### src/rtl/pipe_stage_skid.sv
// Elastic pipeline-stage register: head + skid entry behind a valid/ready handshake,
// with flush, debug-unit freeze and a saturating bubble counter.
module pipe_stage_skid #(
  parameter int                 NB_DATA     = 128,
  parameter int                 NB_CTRL     = 18,
  parameter logic [NB_CTRL-1:0] BUBBLE_CTRL = '0,
  parameter int                 NB_CNT      = 16
) (
  input  logic               i_clk,
  input  logic               i_reset,
  input  logic               i_dunit_clk_en,
  input  logic               i_flush,
  input  logic               i_valid,
  output logic               o_ready,
  input  logic [NB_DATA-1:0] i_data,
  input  logic [NB_CTRL-1:0] i_ctrl,
  output logic               o_valid,
  input  logic               i_ready,
  output logic [NB_DATA-1:0] o_data,
  output logic [NB_CTRL-1:0] o_ctrl,
  output logic [1:0]         o_occupancy,
  output logic [NB_CNT-1:0]  o_bubble_cnt
);

  typedef enum logic [1:0] {
    ST_EMPTY = 2'd0,
    ST_ONE   = 2'd1,
    ST_TWO   = 2'd2
  } state_t;

  state_t             state_reg, state_next;
  logic [NB_DATA-1:0] head_data_reg, head_data_next;
  logic [NB_CTRL-1:0] head_ctrl_reg, head_ctrl_next;
  logic [NB_DATA-1:0] skid_data_reg, skid_data_next;
  logic [NB_CTRL-1:0] skid_ctrl_reg, skid_ctrl_next;
  logic [NB_CNT-1:0]  bubble_cnt_reg, bubble_cnt_next;
  logic               acc_fire;
  logic               out_fire;

  // Handshake outputs depend only on registered state, never on i_ready.
  assign o_ready     = i_dunit_clk_en & (state_reg != ST_TWO);
  assign o_valid     = i_dunit_clk_en & (state_reg != ST_EMPTY);
  assign acc_fire    = i_valid & o_ready;
  assign out_fire    = o_valid & i_ready;
  assign o_data      = head_data_reg;
  assign o_ctrl      = (state_reg != ST_EMPTY) ? head_ctrl_reg : BUBBLE_CTRL;
  assign o_occupancy = state_reg;
  assign o_bubble_cnt = bubble_cnt_reg;

  always_ff @(posedge i_clk) begin
    if (i_reset) begin
      state_reg      <= ST_EMPTY;
      head_data_reg  <= '0;
      head_ctrl_reg  <= '0;
      skid_data_reg  <= '0;
      skid_ctrl_reg  <= '0;
      bubble_cnt_reg <= '0;
    end else begin
      state_reg      <= state_next;
      head_data_reg  <= head_data_next;
      head_ctrl_reg  <= head_ctrl_next;
      skid_data_reg  <= skid_data_next;
      skid_ctrl_reg  <= skid_ctrl_next;
      bubble_cnt_reg <= bubble_cnt_next;
    end
  end

  always_comb begin
    state_next      = state_reg;
    head_data_next  = head_data_reg;
    head_ctrl_next  = head_ctrl_reg;
    skid_data_next  = skid_data_reg;
    skid_ctrl_next  = skid_ctrl_reg;
    bubble_cnt_next = bubble_cnt_reg;

    if (i_dunit_clk_en) begin
      // Flush drops everything held plus this cycle's input; a concurrent output
      // transfer still counts as delivered on the downstream side.
      if (i_flush) begin
        state_next     = ST_EMPTY;
        head_data_next = '0;
        head_ctrl_next = '0;
        skid_data_next = '0;
        skid_ctrl_next = '0;
      end else begin
        case (state_reg)
          ST_EMPTY: begin
            if (acc_fire) begin
              state_next     = ST_ONE;
              head_data_next = i_data;
              head_ctrl_next = i_ctrl;
            end
          end
          ST_ONE: begin
            if (acc_fire && out_fire) begin
              head_data_next = i_data;
              head_ctrl_next = i_ctrl;
            end else if (acc_fire) begin
              state_next     = ST_TWO;
              skid_data_next = i_data;
              skid_ctrl_next = i_ctrl;
            end else if (out_fire) begin
              state_next = ST_EMPTY;
            end
          end
          ST_TWO: begin
            if (out_fire) begin
              state_next     = ST_ONE;
              head_data_next = skid_data_reg;
              head_ctrl_next = skid_ctrl_reg;
            end
          end
          default: state_next = ST_EMPTY;
        endcase
      end

      if (i_ready && !o_valid && (bubble_cnt_reg != {NB_CNT{1'b1}})) begin
        bubble_cnt_next = bubble_cnt_reg + 1'b1;
      end
    end
  end

endmodule

### config.mk
export PLATFORM = sky130hd
export DESIGN_NAME = pipe_stage_skid
export DESIGN_NICKNAME = d
export VERILOG_FILES = /design/src/rtl/pipe_stage_skid.sv
export SDC_FILE = /design/constraint.sdc
export NUM_CORES = 1
export LEC_CHECK = 0
export BUFFER_PORTS_ARGS = -buffer_cell sky130_fd_sc_hd__buf_4
export CAP_MARGIN = 20
export CORE_ASPECT_RATIO = 1.75
export CORE_UTILIZATION = 53
export CTS_CLUSTER_SIZE = 16
export DETAILED_ROUTE_END_ITERATION = 6
export GPL_TIMING_DRIVEN = 0
export PLACE_DENSITY_LB_ADDON = 0.05
export REMOVE_ABC_BUFFERS = 1
export SLEW_MARGIN = 20
export SYNTH_ARGS = -nofsm -noshare
export SYNTH_HDL_FRONTEND = slang
export SYNTH_SLANG_ARGS = --single-unit
### constraint.sdc
create_clock -name i_clk -period 2.15 [get_ports i_clk]
set_input_delay 0.3225 -clock i_clk [delete_from_list [all_inputs] [get_ports i_clk]]
set_output_delay 0.3225 -clock i_clk [all_outputs]
set_load 0.005 [all_outputs]
---- Word-level counts from Yosys, hierarchy flattened ----
Cells that the tools add are included.
cells by class
  $add $sub $neg .......................... 1
  eq/ne operators ......................... 10
  muxes and demuxes ....................... 24
  bitwise logic cells ..................... 4
  reduce and logical (&&, ||, !) cells .... 13
operator list
  operator                                                         count
  128-bit two-way mux                                              7
  128-bit one-hot mux with 3 select lines                          1
  18-bit two-way mux                                               8
  18-bit one-hot mux with 3 select lines                           1
  16-bit by 1-bit adder with 16-bit output, second input constant  1
  16-bit inequality test, second input constant                    1
  2-bit two-way mux                                                6
  3-bit inequality test, second input constant                     4
  5-bit AND reduction                                              2
  2-bit one-hot mux with 3 select lines                            1
  2-bit nonzero test                                               3
  1-bit AND                                                        4
  2-bit inequality test, second input constant                     2
  4-bit inequality test, second input constant                     1
  4-bit AND reduction                                              1
  4-bit nonzero test                                               1
  1-bit logical AND                                                3
  2-bit by 1-bit == test with 1-bit output, second input constant  1
  2-bit == test, second input constant                             1
  2-bit logical NOT                                                1
  2-bit AND reduction                                              1
  1-bit logical NOT                                                1
word-level totals
  bits in registers ....................... 310
  input bits .............................. 152
  output and inout bits ................... 166

---- Depth between registers and ports, before layout ----
  depth after elaboration ................. 8
  mapped depth ............................ 7
  mapped depth without buffers ............ 5

---- Least setup slack after synthesis ----
No wires, ideal clock.
  path type ............................... reg-to-reg
  start point ............................. register state_reg[1] (netlist: o_occupancy[1])
  end point ............................... register bubble_cnt_reg[9] (netlist: o_bubble_cnt[9])
  library setup time ...................... 0.070 ns
  arrival ................................. 1.848 ns
  required time ........................... 2.080 ns
  setup slack ............................. 0.232 ns
  stages on the path, launching flop included .. 7
  path buffers ............................ 2
  period minus slack after synthesis ...... 1.918 ns
  cell sequence ........................... dfxtp_1 buf_6 nand4bb_4 or4_1 buf_2 or4_1 a21oi_1
between the ends
  longest elaborated chain between the ends .. 6
RTL lines
  item                                  RTL line  text
  start, declared                       31        state_t state_reg, state_next;
  start signal, assigned                59        state_reg <= state_next;
  2-bit nonzero test                    42        assign o_valid = i_dunit_clk_en & (state_reg != ST_EMPTY);
  1-bit AND                             42
  1-bit logical NOT                     117       if (i_ready && !o_valid && (bubble_cnt_reg != {NB_CNT{1'b1}})) begin
  1-bit logical AND (2 in a row)        117
  2-bit AND reduction (no source line)  n/a
  end signal, assigned                  64        bubble_cnt_reg <= bubble_cnt_next;
  end, declared                         36        logic [NB_CNT-1:0] bubble_cnt_reg, bubble_cnt_next;
Every way passes these cells.
A chain may end at the register's enable or synchronous reset.

---- Worst setup path in the final report ----
  start point ............................. register state_reg[0] (netlist: o_occupancy[0])
  end point ............................... output o_ready
between the ends
  longest elaborated chain between the ends .. 2
RTL lines
  item                   RTL line  text
  2-bit inequality test  41        assign o_ready = i_dunit_clk_en & (state_reg != ST_TWO);
  1-bit AND              41
  end, declared          14        output logic o_ready,
Every way passes these cells.

==> qor.txt <==
=====================================================================================
Detailed Routing Iterations Pass 1 .....................................            6
Signed area change from the synthesized netlist to the final layout ....       34.19%
RSZ-0062 raised after global routing ...................................           no
Reg2Reg Launch Point ................................................... o_occupancy[0]
Yosys top cell area share ..............................................       50.61%
Number of flops mapped to enable cells by yosys ........................            0
Top achievable clock speed .............................................   0.4858 GHz
Instance count along the most critical hold path .......................            3
NumNets Final ..........................................................         1718
Via density ............................................................        5.833
Aggregate negative setup slack .........................................         0 ns
Endpoints failing hold .................................................            0
Share of synthesized area spent on multiplexers ........................       12.01%
Deepest level of the CTS H-tree ........................................            1
Port bufs ..............................................................          317
Max_cap viols ..........................................................            0
Number of buffers created by CTS .......................................           28
Number of buffers and inverters on the critical path ...................            1
Adder and majority cell fraction of the synthesized area ...............      0.1020%
Largest area contributor in the netlist ................................ sky130_fd_sc_hd__dfxtp_1
Via Count ..............................................................        11010
Sum of routed wire length over all layers ..............................     35790 um
Relative max-transition margin .........................................       62.43%
Main synth FF type ..................................................... sky130_fd_sc_hd__dfxtp_1
Leakage ................................................................     7.357 nW
# clock sinks ..........................................................          310
Number of buffers added to fix hold violations after cts ...............            0
Ratio of cells with drive above 1 in the final layout ..................       27.19%
Cells after synthesis ..................................................         1288
Instance area after placement .......................................... 0.01527 sq mm
# rows .................................................................           73
DRC violation total after the first TritonRoute iteration ..............          681
Clock tree root buffer cell ............................................ sky130_fd_sc_hd__clkbuf_16
CTS tree ...............................................................         done
Mapped Area ............................................................ 0.01226 sq mm
Proportion of synthesized flip-flops having asynchronous set or reset ..           0%
Dominant combinational cell family by area after synthesis ............. compound AO/OA/AOI/OAI gates
Origin of the worst min-delay path .....................................   i_data[17]
Average routed wire per standard cell ..................................     18.95 um
Estimated wirelength of the detail-placed design .......................     22520 um
Startpoint types .......................................................     register
First-pass GRT wire length .............................................     54980 um
XOR/XNOR Fraction of Synth Area ........................................     0.07143%
Final Skew .............................................................  0.007732 ns
Worst Path Max Fanout ..................................................           14
Highest-delay cell along the critical path ............................. sky130_fd_sc_hd__dfxtp_2
Setup-failing EPs final ................................................            0
Antenna-violating nets left ............................................            0
DRC violations left ....................................................            0
RD Place Congestion ....................................................       0.7924
Clock group share of total power .......................................        42.3%
Family of cells with the greatest summed delay on the critical path .... simple AND/OR/NAND/NOR gates
Synthesized area per cell ..............................................  9.520 sq um
Clk_lat worst skew .....................................................      0.55 ns
Antenna violations before repair .......................................            3
Number of warnings reported in the yosys synthesis log .................            0
Vias in the first global route .........................................        10680
Post-route fraction of the period consumed by the critical path ........       95.75%
Portion of total power attributed to combinational logic ...............         9.3%
Num ports ..............................................................          318
Sequential element share of the synthesized area .......................       50.61%
Post-synthesis sequential element count ................................          310
Height of the die ......................................................     203.2 um
Chip width .............................................................     117.0 um
Core region area ....................................................... 0.02274 sq mm
Largest net degree at the start of global routing ......................           88
Endpoint of the worst-slack reg-to-reg timing path .....................   o_data[62]
Worst-margin pin slew ..................................................    0.5635 ns
Simple-gate portion of the synthesized area ............................       14.34%
Arrival time of the worst setup path ...................................      1.74 ns
Initial Utilization ....................................................       53.91%
Register-to-register setup slack .......................................      0.11 ns
Outcome ................................................................ finished, final reports clean
Switching share of power ...............................................       22.87%
Power density of the placed cells ...................................... 753.7 mW/mm^2
Internal power consumption .............................................     9.566 mW
Final max-slew violation count .........................................            0
Die area ............................................................... 0.02377 sq mm
Worst-path cell chain .................................................. nand2b_4 -> and2_1 -> buf_4
Sequential Power Share .................................................        48.3%
Final design area excluding fillers .................................... 0.01645 sq mm
Compound-cell area share of the yosys netlist ..........................       18.56%
Category of the worst setup path capture point .........................   output pin
Minimum clock period ...................................................     2.059 ns
Type of the setup path with the least slack ............................   reg -> out
All-Layer GR Usage .....................................................       29.10%
Synth cell types .......................................................           43
Most numerous cell types in the synthesized netlist .................... sky130_fd_sc_hd__dfxtp_1, sky130_fd_sc_hd__a21oi_1, sky130_fd_sc_hd__nand2_1, sky130_fd_sc_hd__nand3_1
Most numerous cell in the Yosys netlist ................................ sky130_fd_sc_hd__dfxtp_1
Clock-pin slew of the registers on the worst-case setup and hold paths .      0.07 ns
Endpoint of the worst hold-timing path .................................   o_data[17]
GRT overflow ...........................................................            0
Critical path required time ............................................      1.83 ns
Worst IR Drop VDD ......................................................    0.6289 mV
Min-delay worst type ...................................................    in -> reg
Leading post-synthesis cells by cell area .............................. sky130_fd_sc_hd__dfxtp_1, sky130_fd_sc_hd__mux2i_1, sky130_fd_sc_hd__o2bb2ai_1, sky130_fd_sc_hd__a21oi_1, sky130_fd_sc_hd__nand3_1
Depth of the worst register-to-register path ...........................            8
Critical path's largest stage delay ....................................      0.47 ns
Psw ....................................................................     2.836 mW
Worst-case clock buffer depth ..........................................            3
=====================================================================================
==> per-stage QoR <==
step	total power [mW]	util (%)	setup slack, ns	instances	hold WS, ns
after floorplan	6.539	-	-6.309	1165	0.3916
after global placement	7.130	63.79	-12.60	1782	0.4366
after detailed placement	7.247	67.15	-0.8450	1816	0.4385
after CTS	12.49	71.98	0.02359	1877	0.03394
after global routing	12.83	72.35	0.02123	1888	0.04595
final	12.40	72.35	0.09138	1888	0.05152
==> final cells by class <==
type,instances,area (sq um)
Antenna cell,3,7.507
Tap cell,300,375.4
Clock buffer,42,854.6
Inverter,5,26.28
Fill cell,1709,6289
Timing Repair Buffer,368,3234
Multi-Input combinational cell,852,5624
Sequential cell,310,6211
Clock inverter,8,121.4
==> layout by cell type, fill, tap and decap left out, types with 2 or more instances in the layout <==
cell type | netlist | final
sky130_fd_sc_hd__clkinv_2 | 0 | 3
sky130_fd_sc_hd__o31ai_1 | 4 | 4
sky130_fd_sc_hd__dfxtp_1 | 310 | 308
sky130_fd_sc_hd__bufinv_16 | 0 | 3
sky130_fd_sc_hd__nor2b_1 | 21 | 21
sky130_fd_sc_hd__nand3_1 | 152 | 152
sky130_fd_sc_hd__o2bb2ai_1 | 146 | 146
sky130_fd_sc_hd__nand2b_1 | 3 | 2
sky130_fd_sc_hd__a31oi_1 | 2 | 2
sky130_fd_sc_hd__clkbuf_1 | 85 | 5
sky130_fd_sc_hd__o41ai_1 | 4 | 4
sky130_fd_sc_hd__or4_1 | 6 | 5
sky130_fd_sc_hd__buf_4 | 0 | 332
sky130_fd_sc_hd__nor3_1 | 4 | 3
sky130_fd_sc_hd__inv_1 | 5 | 4
sky130_fd_sc_hd__or3_1 | 4 | 4
sky130_fd_sc_hd__buf_8 | 0 | 6
sky130_fd_sc_hd__o21ai_0 | 9 | 8
sky130_fd_sc_hd__and2_1 | 2 | 2
sky130_fd_sc_hd__buf_12 | 0 | 8
sky130_fd_sc_hd__and4_1 | 2 | 2
sky130_fd_sc_hd__clkbuf_8 | 0 | 8
sky130_fd_sc_hd__clkbuf_16 | 0 | 29
sky130_fd_sc_hd__diode_2 | 0 | 3
sky130_fd_sc_hd__o211ai_1 | 3 | 3
sky130_fd_sc_hd__o311ai_0 | 2 | 2
sky130_fd_sc_hd__nand4_1 | 7 | 7
sky130_fd_sc_hd__mux2i_1 | 146 | 146
sky130_fd_sc_hd__nand2_1 | 152 | 152
sky130_fd_sc_hd__a21oi_1 | 157 | 156
sky130_fd_sc_hd__buf_6 | 1 | 7
sky130_fd_sc_hd__nor2_1 | 6 | 5
sky130_fd_sc_hd__buf_16 | 0 | 15
==> worst register-to-register path, cell delays in order (launching register included) <==
cell,delay [ns]
sky130_fd_sc_hd__dfxtp_2,0.47
sky130_fd_sc_hd__nor2b_1,0.20
sky130_fd_sc_hd__o211ai_1,0.16
sky130_fd_sc_hd__a21oi_4,0.22
sky130_fd_sc_hd__buf_16,0.19
sky130_fd_sc_hd__buf_16,0.17
sky130_fd_sc_hd__buf_16,0.18
sky130_fd_sc_hd__buf_16,0.19
sky130_fd_sc_hd__o2bb2ai_1,0.17
==> routing by layer <==
| metal | up-vias | routed length [um] | GRT usage (%) |
|---|---|---|---|
| met5 | - | 0 | 0 |
| met1 | 5329 | 13770 | 33.26 |
| met4 | 0 | 1617 | 15.10 |
| met3 | 82 | 2624 | 7.013 |
| met2 | 381 | 17770 | 49.51 |
| li1 | 5220 | - | - |
==> power groups by stage <==
stage / clock network (mW) / logic [mW] / registers, mW
3_5_place_dp: 0 / 1.13 / 6.12
4_1_cts: 5.34 / 1.15 / 5.99
2_1_floorplan: 0 / 0.430 / 6.11
5_1_grt: 5.57 / 1.25 / 6.01
3_3_place_gp: 0 / 1.02 / 6.11
6_report: 5.25 / 1.16 / 5.99
==> how the worst max path moves through the flow <==
stage	start	endpoint	slack [ns]	depth (start not counted)
6_report	o_occupancy[0]	o_ready	0.09	3
5_1_grt	o_bubble_cnt[4]	o_bubble_cnt[15]	0.02	4
4_1_cts	o_bubble_cnt[4]	o_bubble_cnt[9]	0.02	4
3_5_place_dp	i_reset	o_data[23]	-0.85	9
3_3_place_gp	i_flush	o_data[62]	-12.60	5
2_1_floorplan	i_flush	head_ctrl_reg[0]	-6.31	4
==> what timing repair did <==
action                                  in CTS  in global routing
gates resized for setup                      5                  4
endpoints found under the setup margin     265                 44
cloned                                       2                  0
setup buffers                                9                  8
pin swaps                                    4                  3
==> kinds of logic after synthesis <==
| group | Yosys count |
|---|---|
| compound gates | 333 |
| fa+ha+maj | 1 |
| flops | 310 |
| buf+inv | 128 |
| xor+xnor | 1 |
| mux | 147 |
| simple gates | 368 |
(Power assumes the default switching activity.)
